`config.mk`:
```
export PLATFORM = sky130hd
export DESIGN_NAME = div4_restoring
export DESIGN_NICKNAME = d
export VERILOG_FILES = /design/src/rtl/div4_pkg.sv /design/src/rtl/div4_restoring_addsub.sv /design/src/rtl/div4_restoring.sv
export SDC_FILE = /design/constraint.sdc
export NUM_CORES = 1
export LEC_CHECK = 0
export BUFFER_PORTS_ARGS = -buffer_cell sky130_fd_sc_hd__buf_2
export CORE_MARGIN = 3
export CORE_UTILIZATION = 56
export DETAILED_ROUTE_END_ITERATION = 10
export GPL_TIMING_DRIVEN = 0
export PLACE_DENSITY = 0.87
export SYNTH_ARGS = -nofsm -noshare
export SYNTH_HDL_FRONTEND = slang
export SYNTH_SLANG_ARGS = --single-unit
export TNS_END_PERCENT = 10
```
`constraint.sdc`:
```
create_clock -name clk -period 7.05 [get_ports clk]
set_input_delay 1.0575 -clock clk [delete_from_list [all_inputs] [get_ports clk]]
set_output_delay 1.0575 -clock clk [all_outputs]
set_load 0.01 [all_outputs]
```
`src/rtl/div4_pkg.sv`:
```
// ============================================================================
//  Module   : div4_pkg
//  Purpose  : Shared types and constants for the 4-bit restoring divider.
//  Revision : 1.0  initial release
// ============================================================================
`default_nettype none

package div4_pkg;

   localparam int DIV4_W    = 4;
   localparam int DIV4_ITER = 4;

   typedef enum logic [1:0] {
      IDLE = 2'd0,
      RUN  = 2'd1,
      DONE = 2'd2
   } div4_state_t;

   // True when the iteration counter points at the final subtract step.
   function automatic logic div4_last_iter(input logic [1:0] cnt);
      return cnt == 2'(DIV4_ITER - 1);
   endfunction

endpackage

`default_nettype wire

```
`src/rtl/div4_restoring_addsub.sv`:
```
// ============================================================================
//  Module   : AddSub4
//  Purpose  : 4-bit ripple adder/subtractor; sel=1 computes a - b, cout=1
//             meaning no borrow.
//  Revision : 1.0  initial release
// ============================================================================
`default_nettype none

module AddSub4
   import div4_pkg::*;
(
   input  logic [DIV4_W-1:0] a,
   input  logic [DIV4_W-1:0] b,
   input  logic              sel,
   output logic              cout,
   output logic [DIV4_W-1:0] sum
);

   logic [DIV4_W-1:0] b_x;
   logic [DIV4_W:0]   carry;

   // Subtraction is a + ~b + 1: invert b and inject sel as the carry-in.
   assign b_x      = b ^ {DIV4_W{sel}};
   assign carry[0] = sel;

   generate
      for (genvar i = 0; i < DIV4_W; i++) begin : g_fa
         assign sum[i]     = a[i] ^ b_x[i] ^ carry[i];
         assign carry[i+1] = (a[i] & b_x[i]) | (carry[i] & (a[i] ^ b_x[i]));
      end
   endgenerate

   assign cout = carry[DIV4_W];

endmodule

`default_nettype wire

```
`src/rtl/div4_restoring.sv`:
```
// ============================================================================
//  Module   : div4_restoring
//  Purpose  : Sequential 4-bit unsigned restoring divider, one quotient bit
//             per cycle through a shared AddSub4. Optional macro
//             DIV4_DBZ_ERR_EN enables the divide-by-zero shortcut and err flag.
//  Revision : 1.0  initial release
// ============================================================================
`default_nettype none

module div4_restoring
   import div4_pkg::*;
#(
   parameter int ITER = DIV4_ITER
)
(
   input  logic              clk,
   input  logic              rst,
   input  logic              start,
   input  logic [DIV4_W-1:0] dividend,
   input  logic [DIV4_W-1:0] divisor,
   output logic              busy,
   output logic              done,
   output logic [DIV4_W-1:0] quotient,
   output logic [DIV4_W-1:0] remainder,
   output logic              err
);

   div4_state_t       state_q, state_d;
   logic [DIV4_W-1:0] rem_q, rem_d;
   logic [DIV4_W-1:0] quo_q, quo_d;
   logic [DIV4_W-1:0] dsr_q, dsr_d;
   logic [1:0]        cnt_q, cnt_d;
   logic [DIV4_W-1:0] quotient_q, quotient_d;
   logic [DIV4_W-1:0] remainder_q, remainder_d;

   logic              hi;
   logic [DIV4_W-1:0] low4;
   logic [DIV4_W-1:0] as_sum;
   logic              as_cout;
   logic              accept;
   logic [DIV4_W-1:0] rem_nxt;
   logic [DIV4_W-1:0] quo_nxt;
   logic              can_start;

   // The shifted-out remainder MSB forces acceptance: the 5-bit value then
   // exceeds any 4-bit divisor, and the 4-bit difference is still exact.
   assign hi      = rem_q[DIV4_W-1];
   assign low4    = {rem_q[DIV4_W-2:0], quo_q[DIV4_W-1]};
   assign accept  = hi | as_cout;
   assign rem_nxt = accept ? as_sum : low4;
   assign quo_nxt = {quo_q[DIV4_W-2:0], accept};

   AddSub4 u_addsub (
      .a    (low4),
      .b    (dsr_q),
      .sel  (1'b1),
      .cout (as_cout),
      .sum  (as_sum)
   );

   assign can_start = start && ((state_q == IDLE) || (state_q == DONE));

`ifdef DIV4_DBZ_ERR_EN
   logic err_q, err_d;
   logic dbz_q, dbz_d;

   always_comb begin
      state_d     = state_q;
      rem_d       = rem_q;
      quo_d       = quo_q;
      dsr_d       = dsr_q;
      cnt_d       = cnt_q;
      quotient_d  = quotient_q;
      remainder_d = remainder_q;
      err_d       = err_q;
      dbz_d       = dbz_q;
      case (state_q)
         IDLE, DONE: begin
            if (can_start) begin
               rem_d   = '0;
               quo_d   = dividend;
               dsr_d   = divisor;
               cnt_d   = '0;
               err_d   = 1'b0;
               dbz_d   = (divisor == '0);
               state_d = RUN;
            end else if (state_q == DONE) begin
               state_d = IDLE;
            end
         end
         RUN: begin
            if (dbz_q) begin
               // quo_q still holds the untouched dividend here.
               quotient_d  = '1;
               remainder_d = quo_q;
               err_d       = 1'b1;
               dbz_d       = 1'b0;
               state_d     = DONE;
            end else begin
               rem_d       = rem_nxt;
               quo_d       = quo_nxt;
               cnt_d       = cnt_q + 2'd1;
               quotient_d  = quo_nxt;
               remainder_d = rem_nxt;
               if (cnt_q == 2'(ITER - 1)) state_d = DONE;
            end
         end
         default: state_d = IDLE;
      endcase
   end

   always_ff @(posedge clk) begin
      if (rst) begin
         err_q <= 1'b0;
         dbz_q <= 1'b0;
      end else begin
         err_q <= err_d;
         dbz_q <= dbz_d;
      end
   end

   assign busy = (state_q == RUN) && !dbz_q;
   assign err  = err_q;
`else
   always_comb begin
      state_d     = state_q;
      rem_d       = rem_q;
      quo_d       = quo_q;
      dsr_d       = dsr_q;
      cnt_d       = cnt_q;
      quotient_d  = quotient_q;
      remainder_d = remainder_q;
      case (state_q)
         IDLE, DONE: begin
            if (can_start) begin
               rem_d   = '0;
               quo_d   = dividend;
               dsr_d   = divisor;
               cnt_d   = '0;
               state_d = RUN;
            end else if (state_q == DONE) begin
               state_d = IDLE;
            end
         end
         RUN: begin
            rem_d       = rem_nxt;
            quo_d       = quo_nxt;
            cnt_d       = cnt_q + 2'd1;
            quotient_d  = quo_nxt;
            remainder_d = rem_nxt;
            if (div4_last_iter(cnt_q)) state_d = DONE;
         end
         default: state_d = IDLE;
      endcase
   end

   assign busy = (state_q == RUN);
   assign err  = 1'b0;
`endif

   always_ff @(posedge clk) begin
      if (rst) begin
         state_q     <= IDLE;
         rem_q       <= '0;
         quo_q       <= '0;
         dsr_q       <= '0;
         cnt_q       <= '0;
         quotient_q  <= '0;
         remainder_q <= '0;
      end else begin
         state_q     <= state_d;
         rem_q       <= rem_d;
         quo_q       <= quo_d;
         dsr_q       <= dsr_d;
         cnt_q       <= cnt_d;
         quotient_q  <= quotient_d;
         remainder_q <= remainder_d;
      end
   end

   assign done      = (state_q == DONE);
   assign quotient  = quotient_q;
   assign remainder = remainder_q;

endmodule

`default_nettype wire

```
==> qor.txt, run 1 <==
Sink Count = 24
Mapped Cells = 118
Tot Pwr = 0.308 mW
IR drop worst, VDD = 0.150 mV
Final GP Congestion = 0.785
Iter 0 DRT Violations = 18
Post-DP HPWL = 1640 um
Number of enable flip-flop cells after synthesis = 0
Area growth syn-to-layout = 16.8%
H-tree levels = 1
Max-cap violations = 0
Largest net degree at the start of global routing = 15
CTS hold repair buffers = 0
Root buf cell = clkbuf_4
Worst setup margin = 4350 ps
Dominant synthesized flop cell = dfxtp_1
Family with the most delay on the worst path = adder cells
Worst r2r path cells = 10
Cts bufs inserted = 3
Post-DR wirelength/cell = 13.8 um
Share of cells above drive strength 1 = 0.241
Port bufs = 19
Crit path kind = reg2reg
Placed Cells = 162
Critical path origin = quo_q[3]$_SDFFE_PP0P_
Most frequent cells in the layout = dfxtp_1, buf_2, nand2_1
Synth async-reset ratio = 0
Clk buf depth = 2
Avg Cell Area, Syn = 9.02 um2
Post CTS Setup Buffer Count = 0
Vias per cell = 5.47
Commonest non-fill, non-tap cell in the layout = dfxtp_1
CP Max Fanout = 3
Fillers = 162
Post-layout nets = 158
Register area = 480 um2
Clock Latency Late Sink = 310 ps
Final hold violations = 0
CTS tree = built
Die Ht = 49.6 um
Critical path startpoint category = flip-flop
Number of global-route vias before repair = 914
Multi-input combinational cell area = 504 um2
Crit path required time = 7320 ps
ANT nets after route = 0
Arr. time, crit path = 2980 ps
DRC = 0
Reg2Reg Setup Slack = 4350 ps
Seq cells post-synth = 24
Initial antenna violation count = 0
CTS clk-pin slew, worst paths = 140 ps
Status = finished clean
Post-synth cell types = 34
Starting density of the core = 0.604
Overflow after GRT = 0
Crit. End Element = flip-flop
Setup violators final = 0
Ant diodes = 0
Die area = 0.00246 mm2
First-pass GRT wire length = 4110 um
Hold depth = 2
Initial DRT Pass Iterations = 4
Max Freq = 0.370 GHz
Max stage delay on crit path = 530 ps
CP max-delay cell = or4b_1
CP cell instances = inv_1 > ha_1 > inv_1 > fa_1 > fa_1 > inv_1 > fa_1 > or4b_1 > o31ai_1 > a32o_1
Hold worst-path end = quotient[2]$_SDFFE_PP0P_
LEAKAGE = 0.544 nW
Vias = 908
Net Count, Synth = 134
Place WS = 4400 ps
Minimum clock period = 2700 ps
Total GRT Usage = 0.214
Fin. max-slew vios = 0
Netlist Area Pre-Place = 0.00106 mm2
Std cell rows = 15
Setup TNS = 0 ps
DRT Wirelength = 2300 um
Clk_skew = 8.66 ps
Worst hold margin = 465 ps
Post_cts resized = 0
Hold Path Class = reg2reg
Final std cells w/o fill = 166
IO Pins = 22
Worst R2R Start = quo_q[3]$_SDFFE_PP0P_
Unrepaired setup endpoints after global routing = false
Synth warn = 0
Core area = 0.00176 mm2
Fin crit share = 0.384
P per Cell Area = 248 mW/mm2
Sequential share of the synthesized area = 0.451
Worst Path Buf+Inv = 3
Die Wd = 49.6 um
HP Start = quotient[2]$_SDFFE_PP0P_
R2r endpoint = rem_q[3]$_SDFFE_PP0P_
## worst min-delay path, delay by kind of cell, from the launching register on
| family | cells | cell delay, ps |
|---|---|---|
| flops | 1 | 330 |
| simple gates | 1 | 50 |
| compound gates | 1 | 50 |
## sequential cells by signal, indices dropped and copies added (netlist names)
signal	cells
state_q	2
rem_q	4
remainder	4
quo_q	4
quotient	4
cnt_q	2
dsr_q	4
## metrics by stage
| stage | util | area [um2] |
|---|---|---|
| detailed placement | 0.675 | 1190 |
| global route | 0.705 | 1240 |
| floorplan | - | 1060 |
| finish | 0.705 | 1240 |
| global placement | 0.675 | 1190 |
| CTS | 0.705 | 1240 |
## where the power goes
| group | total, mW | internal [mW] | switching (mW) |
|---|---|---|---|
| Sequential | 0.152 | 0.145 | 0.00666 |
| Combinational | 0.0570 | 0.0245 | 0.0324 |
| Clock | 0.0995 | 0.0575 | 0.0421 |
## worst max path at each step
stage / endpoint / slack [ps] / depth (start not counted)
after floorplan: rem_q[3]$_SDFFE_PP0P_ / 4550 / 10
after global routing: rem_q[3]$_SDFFE_PP0P_ / 4260 / 10
after global placement: rem_q[3]$_SDFFE_PP0P_ / 4480 / 10
after detailed placement: rem_q[3]$_SDFFE_PP0P_ / 4400 / 10
after CTS: rem_q[3]$_SDFFE_PP0P_ / 4360 / 10
final: rem_q[3]$_SDFFE_PP0P_ / 4350 / 10
## cell families (layout without fill, tap and decap cells)
family | count (synthesis) | in the layout | synth area share
adders and majority gates | 5 | 5 | 0.0799
and+or+nand+nor | 40 | 40 | 0.189
AOI/OAI and AO/OA | 30 | 30 | 0.182
buffers and inverters | 16 | 39 | 0.0752
other | 1 | 1 | 0.00352
DFF | 24 | 24 | 0.451
muxes | 2 | 2 | 0.0188
## Yosys cell counts, drive strengths merged (3+ instances only)
cell type,number,area [um2]
inv,8,30.0
a31oi,4,25.0
o21ai,3,15.0
buf,7,46.3
nand3,5,25.0
a21oi,12,60.1
dfxtp,24,480
fa,3,60.1
nand2b,4,25.0
nand2,22,82.6
## cell type report
| cell class | instances | area share |
|---|---|---|
| clock inverter | 1 | 0.0241 |
| inverter | 8 | 0.0241 |
| buffer | 8 | 0.0402 |
| sequential | 24 | 0.386 |
| multi-input combinational | 78 | 0.405 |
| tap | 25 | 0.0252 |
| clock buffer | 3 | 0.0181 |
| timing repair buffer | 19 | 0.0765 |
## routing by layer
metal,GRT usage,share of wire,vias to the layer above
li1,-,-,448
met1,0.266,0.45,428
met2,0.366,0.50,26
met3,0.0393,0.035,6
met4,0.0783,0.019,0
met5,0,0,-
No activity file was read; power rests on OpenSTA's default activity.
==> run 2: changes to the inputs <==
Settings changed: CORE_UTILIZATION 56 to 52, PLACE_DENSITY 0.87 to 0.82.
Clock period 7.05 ns to 2.5 ns, I/O delays scaled along.
==> qor.txt, run 2 (synthesis results as in run 1) <==
Status = finished, violations left
Failing checks = setup timing
Total GRT Usage = 0.193
Worst hold margin = 250 ps
R2r endpoint = rem_q[3]$_SDFFE_PP0P_
Post-DP HPWL = 1650 um
Unrepaired setup endpoints after global routing = true
Initial antenna violation count = 0
Fraction of power consumed by the clock network = 0.314
Placed Cells = 162
Post-layout nets = 160
Final hold violations = 0
Clock Latency Late Sink = 310 ps
P per Cell Area = 682 mW/mm2
Core area = 0.00182 mm2
Vias = 886
Die Ht = 51.3 um
HP Start = rst
ANT nets after route = 0
Crit. End Element = flip-flop
CTS hold repair buffers = 0
Share of cells above drive strength 1 = 0.322
Critical path startpoint category = flip-flop
LEAKAGE = 0.555 nW
Hold Path Class = in2reg
CTS tree = built
Cell Int Power = 0.652 mW
Worst setup margin = -35.8 ps
Combinational share of power = 0.199
Ant diodes = 0
Die area = 0.00263 mm2
Hold worst-path end = quotient[0]$_SDFFE_PP0P_
CP Max Fanout = 2
Sequential share of power = 0.487
IO Pins = 22
Root buf cell = clkbuf_4
Arr. time, crit path = 2790 ps
Commonest non-fill, non-tap cell in the layout = buf_2
Initial DRT Pass Iterations = 4
Area growth syn-to-layout = 20.9%
Max-cap violations = 0
Largest net degree at the start of global routing = 15
H-tree levels = 1
Port bufs = 19
IR drop worst, VDD = 0.469 mV
Std cell rows = 15
Clk buf depth = 2
First-pass GRT wire length = 3770 um
Fin crit share = 1.01
Die Wd = 51.3 um
CTS clk-pin slew, worst paths = 130 ps
Setup violators final = 1
Vias per cell = 5.27
Worst r2r path cells = 10
DRT Wirelength = 2190 um
Sink Count = 24
Iter 0 DRT Violations = 23
Hold depth = 2
Switch share = 0.257
Worst R2R Start = quo_q[3]$_SDFFE_PP0P_
Starting density of the core = 0.585
Final GP Congestion = 0.811
Crit path required time = 2760 ps
Overflow after GRT = 0
Post-DR wirelength/cell = 13.0 um
Minimum clock period = 2540 ps
Max Freq = 0.394 GHz
Crit path kind = reg2reg
DRC = 0
Final std cells w/o fill = 168
Number of global-route vias before repair = 898
Most frequent cells in the layout = buf_2, nand2_1, dfxtp_1
Clk_skew = 12.6 ps
Reg2Reg Setup Slack = -40 ps
Sw power = 0.226 mW
Cts bufs inserted = 3
Fin. max-slew vios = 0
Tot Pwr = 0.878 mW
[run 2: worst max-delay path by stage]
stage | startpoint | end | slack [ps] | depth (start not counted)
floorplan | quo_q[3]$_SDFFE_PP0P_ | rem_q[3]$_SDFFE_PP0P_ | 5 | 10
global placement | quo_q[3]$_SDFFE_PP0P_ | rem_q[3]$_SDFFE_PP0P_ | -80 | 10
detailed placement | quo_q[3]$_SDFFE_PP0P_ | rem_q[3]$_SDFFE_PP0P_ | -120 | 10
CTS | quo_q[3]$_SDFFE_PP0P_ | rem_q[3]$_SDFFE_PP0P_ | -10 | 10
global route | quo_q[3]$_SDFFE_PP0P_ | rem_q[3]$_SDFFE_PP0P_ | -110 | 10
finish | quo_q[3]$_SDFFE_PP0P_ | rem_q[3]$_SDFFE_PP0P_ | -40 | 10
[run 2: what timing repair did]
action	in CTS	in global routing
setup buffers	2	0
setup endpoints to repair	1	1
resized for setup	9	2
pin swaps	6	5
[run 2: area by class of cell]
type | instances | area (um2)
Fill cell | 159 | 533
Multi-Input combinational cell | 78 | 531
Sequential cell | 24 | 483
Timing Repair Buffer | 21 | 110
Buffer | 8 | 50.0
Tap cell | 25 | 31.3
Clock inverter | 1 | 30.0
Inverter | 8 | 30.0
Clock buffer | 3 | 22.5
[run 2: metal layers]
layer / vias to the layer above / track usage / share of wire
met4: 0 / 0.0830 / 0.014
li1: 448 / - / -
met1: 416 / 0.231 / 0.46
met2: 18 / 0.341 / 0.49
met3: 4 / 0.0262 / 0.036
met5: - / 0 / 0
[run 2: power by group through the flow]
stage / Combinational [mW] / Clock, mW / Sequential [mW]
final: 0.175 / 0.275 / 0.428
after global routing: 0.196 / 0.302 / 0.432
after CTS: 0.173 / 0.281 / 0.428
after detailed placement: 0.157 / 0 / 0.436
after global placement: 0.153 / 0 / 0.434
after floorplan: 0.110 / 0 / 0.437
[run 2: worst max-delay path: stages, from the launching register on]
cell,delay (ps)
dfxtp_2,350
inv_2,60
ha_4,120
inv_2,30
fa_2,320
fa_2,340
inv_2,60
fa_1,430
or4b_4,530
o31ai_2,80
a32o_1,150
[run 2: stage by stage]
stage | instance area, um2 | setup TNS, ps | utilization | worst slack (ps)
2_1_floorplan | 1060 | 0 | - | 4.53
3_3_place_gp | 1190 | -82.7 | 0.654 | -82.7
3_5_place_dp | 1190 | -121 | 0.654 | -121
4_1_cts | 1280 | -13.6 | 0.702 | -13.6
5_1_grt | 1290 | -114 | 0.707 | -114
6_report | 1290 | -35.8 | 0.707 | -35.8
==> run 3: changes to the inputs <==
==> constraint.sdc (replaced) <==
create_clock -name clk -period 2.5 [get_ports clk]
set_input_delay 0.125 -clock clk [delete_from_list [all_inputs] [get_ports clk]]
set_output_delay 0.125 -clock clk [all_outputs]
set_load 0.01 [all_outputs]
==> qor.txt, run 3 (synthesis results as in run 1) <==
Vias = 896
Root buf cell = clkbuf_4
Starting density of the core = 0.585
Worst hold margin = 22.3 ps
Total GRT Usage = 0.193
LEAKAGE = 0.559 nW
Die Wd = 51.3 um
Cell Area, Placed = 0.00119 mm2
Max-cap violations = 0
Cts bufs inserted = 3
Post-layout nets = 161
Arr. time, crit path = 2790 ps
Max Freq = 0.395 GHz
Port bufs = 19
Final Cell Area = 0.00130 mm2
Register area = 483 um2
Hold Path Class = in2reg
Crit path required time = 2760 ps
First-pass GRT wire length = 3790 um
Setup violators final = 1
Place WS = -121 ps
IO Pins = 22
ANT nets after route = 0
Clk buf depth = 2
Iter 0 DRT Violations = 23
Overflow after GRT = 0
Final hold violations = 0
Minimum clock period = 2530 ps
Commonest non-fill, non-tap cell in the layout = buf_2
Die Ht = 51.3 um
IR drop worst, VDD = 0.469 mV
CP Max Fanout = 2
Initial DRT Pass Iterations = 4
Die area = 0.00263 mm2
Largest net degree at the start of global routing = 15
Setup TNS = -34.6 ps
CTS tree = built
Post-DP HPWL = 1650 um
Crit. End Element = flip-flop
Final GP Congestion = 0.811
Ant diodes = 0
DRC = 0
Sink Count = 24
Status = finished, violations left
Post-DR wirelength/cell = 13.0 um
Fin. max-slew vios = 0
Worst setup margin = -34.6 ps
Core area = 0.00182 mm2
P per Cell Area = 678 mW/mm2
Final std cells w/o fill = 169
Area growth syn-to-layout = 21.9%
Final core occ = 0.713
Critical path startpoint category = flip-flop
Fillers = 158
Multi-input combinational cell area = 531 um2
Tot Pwr = 0.880 mW
Initial antenna violation count = 0
Vias per cell = 5.30
Crit path kind = reg2reg
Most frequent cells in the layout = buf_2, nand2_1, dfxtp_1
Reg2Reg Setup Slack = -30 ps
Number of global-route vias before repair = 904
Fin crit share = 1.01
Clock Latency Late Sink = 320 ps
Clk_skew = 13.0 ps
DRT Wirelength = 2190 um
CTS clk-pin slew, worst paths = 130 ps
Failing checks = setup timing
Placed Cells = 162
Share of cells above drive strength 1 = 0.319
Unrepaired setup endpoints after global routing = true
H-tree levels = 1
Std cell rows = 15
==> run 3: where the power goes <==
| part | leakage, nW | internal (mW) | switching (mW) |
|---|---|---|---|
| clock network | 0.0279 | 0.162 | 0.113 |
| registers | 0.197 | 0.410 | 0.0177 |
| logic | 0.335 | 0.0812 | 0.0951 |
| total | 0.559 | 0.653 | 0.226 |
==> run 3: path summary, 6_finish.rpt <==
kind	end	from	depth (start not counted)
max	rem_q[3]$_SDFFE_PP0P_	quo_q[3]$_SDFFE_PP0P_	10
min	dsr_q[0]$_SDFFE_PP0P_	divisor[0]	3
max reg2reg	rem_q[3]$_SDFFE_PP0P_	quo_q[3]$_SDFFE_PP0P_	10
min reg2reg	quotient[3]$_SDFFE_PP0P_	quotient[3]$_SDFFE_PP0P_	2
==> run 3: critical path, cell delays in order (launching register included) <==
cell and delay, ps:
dfxtp_2 350, inv_2 60, ha_4 120, inv_2 30, fa_2 320, fa_2 340
inv_2 60, fa_1 430, or4b_4 530, o31ai_2 80, a32o_1 150
==> run 3: timing repair <==
action	in CTS	in global routing
hold buffers	1	0
hold endpoints to repair	4	0
pin swaps	6	5
resized for setup	9	2
buffers inserted	2	0
endpoints found under the setup margin	1	1
==> run 3: per-layer routing <==
layer	share of wire	global-route usage
met1	0.45	0.229
met5	0	0
met2	0.49	0.345
met4	0.014	0.0830
met3	0.041	0.0262
==> run 3: final cells by class <==
type                    instances  area share
multi-input cells              78       0.409
flip-flops and latches         24       0.372
repair buffers                 22      0.0926
plain buffers                   8      0.0386
well taps                      25      0.0241
clock inverters                 1      0.0231
inverters                       8      0.0231
clock buffers                   3      0.0174
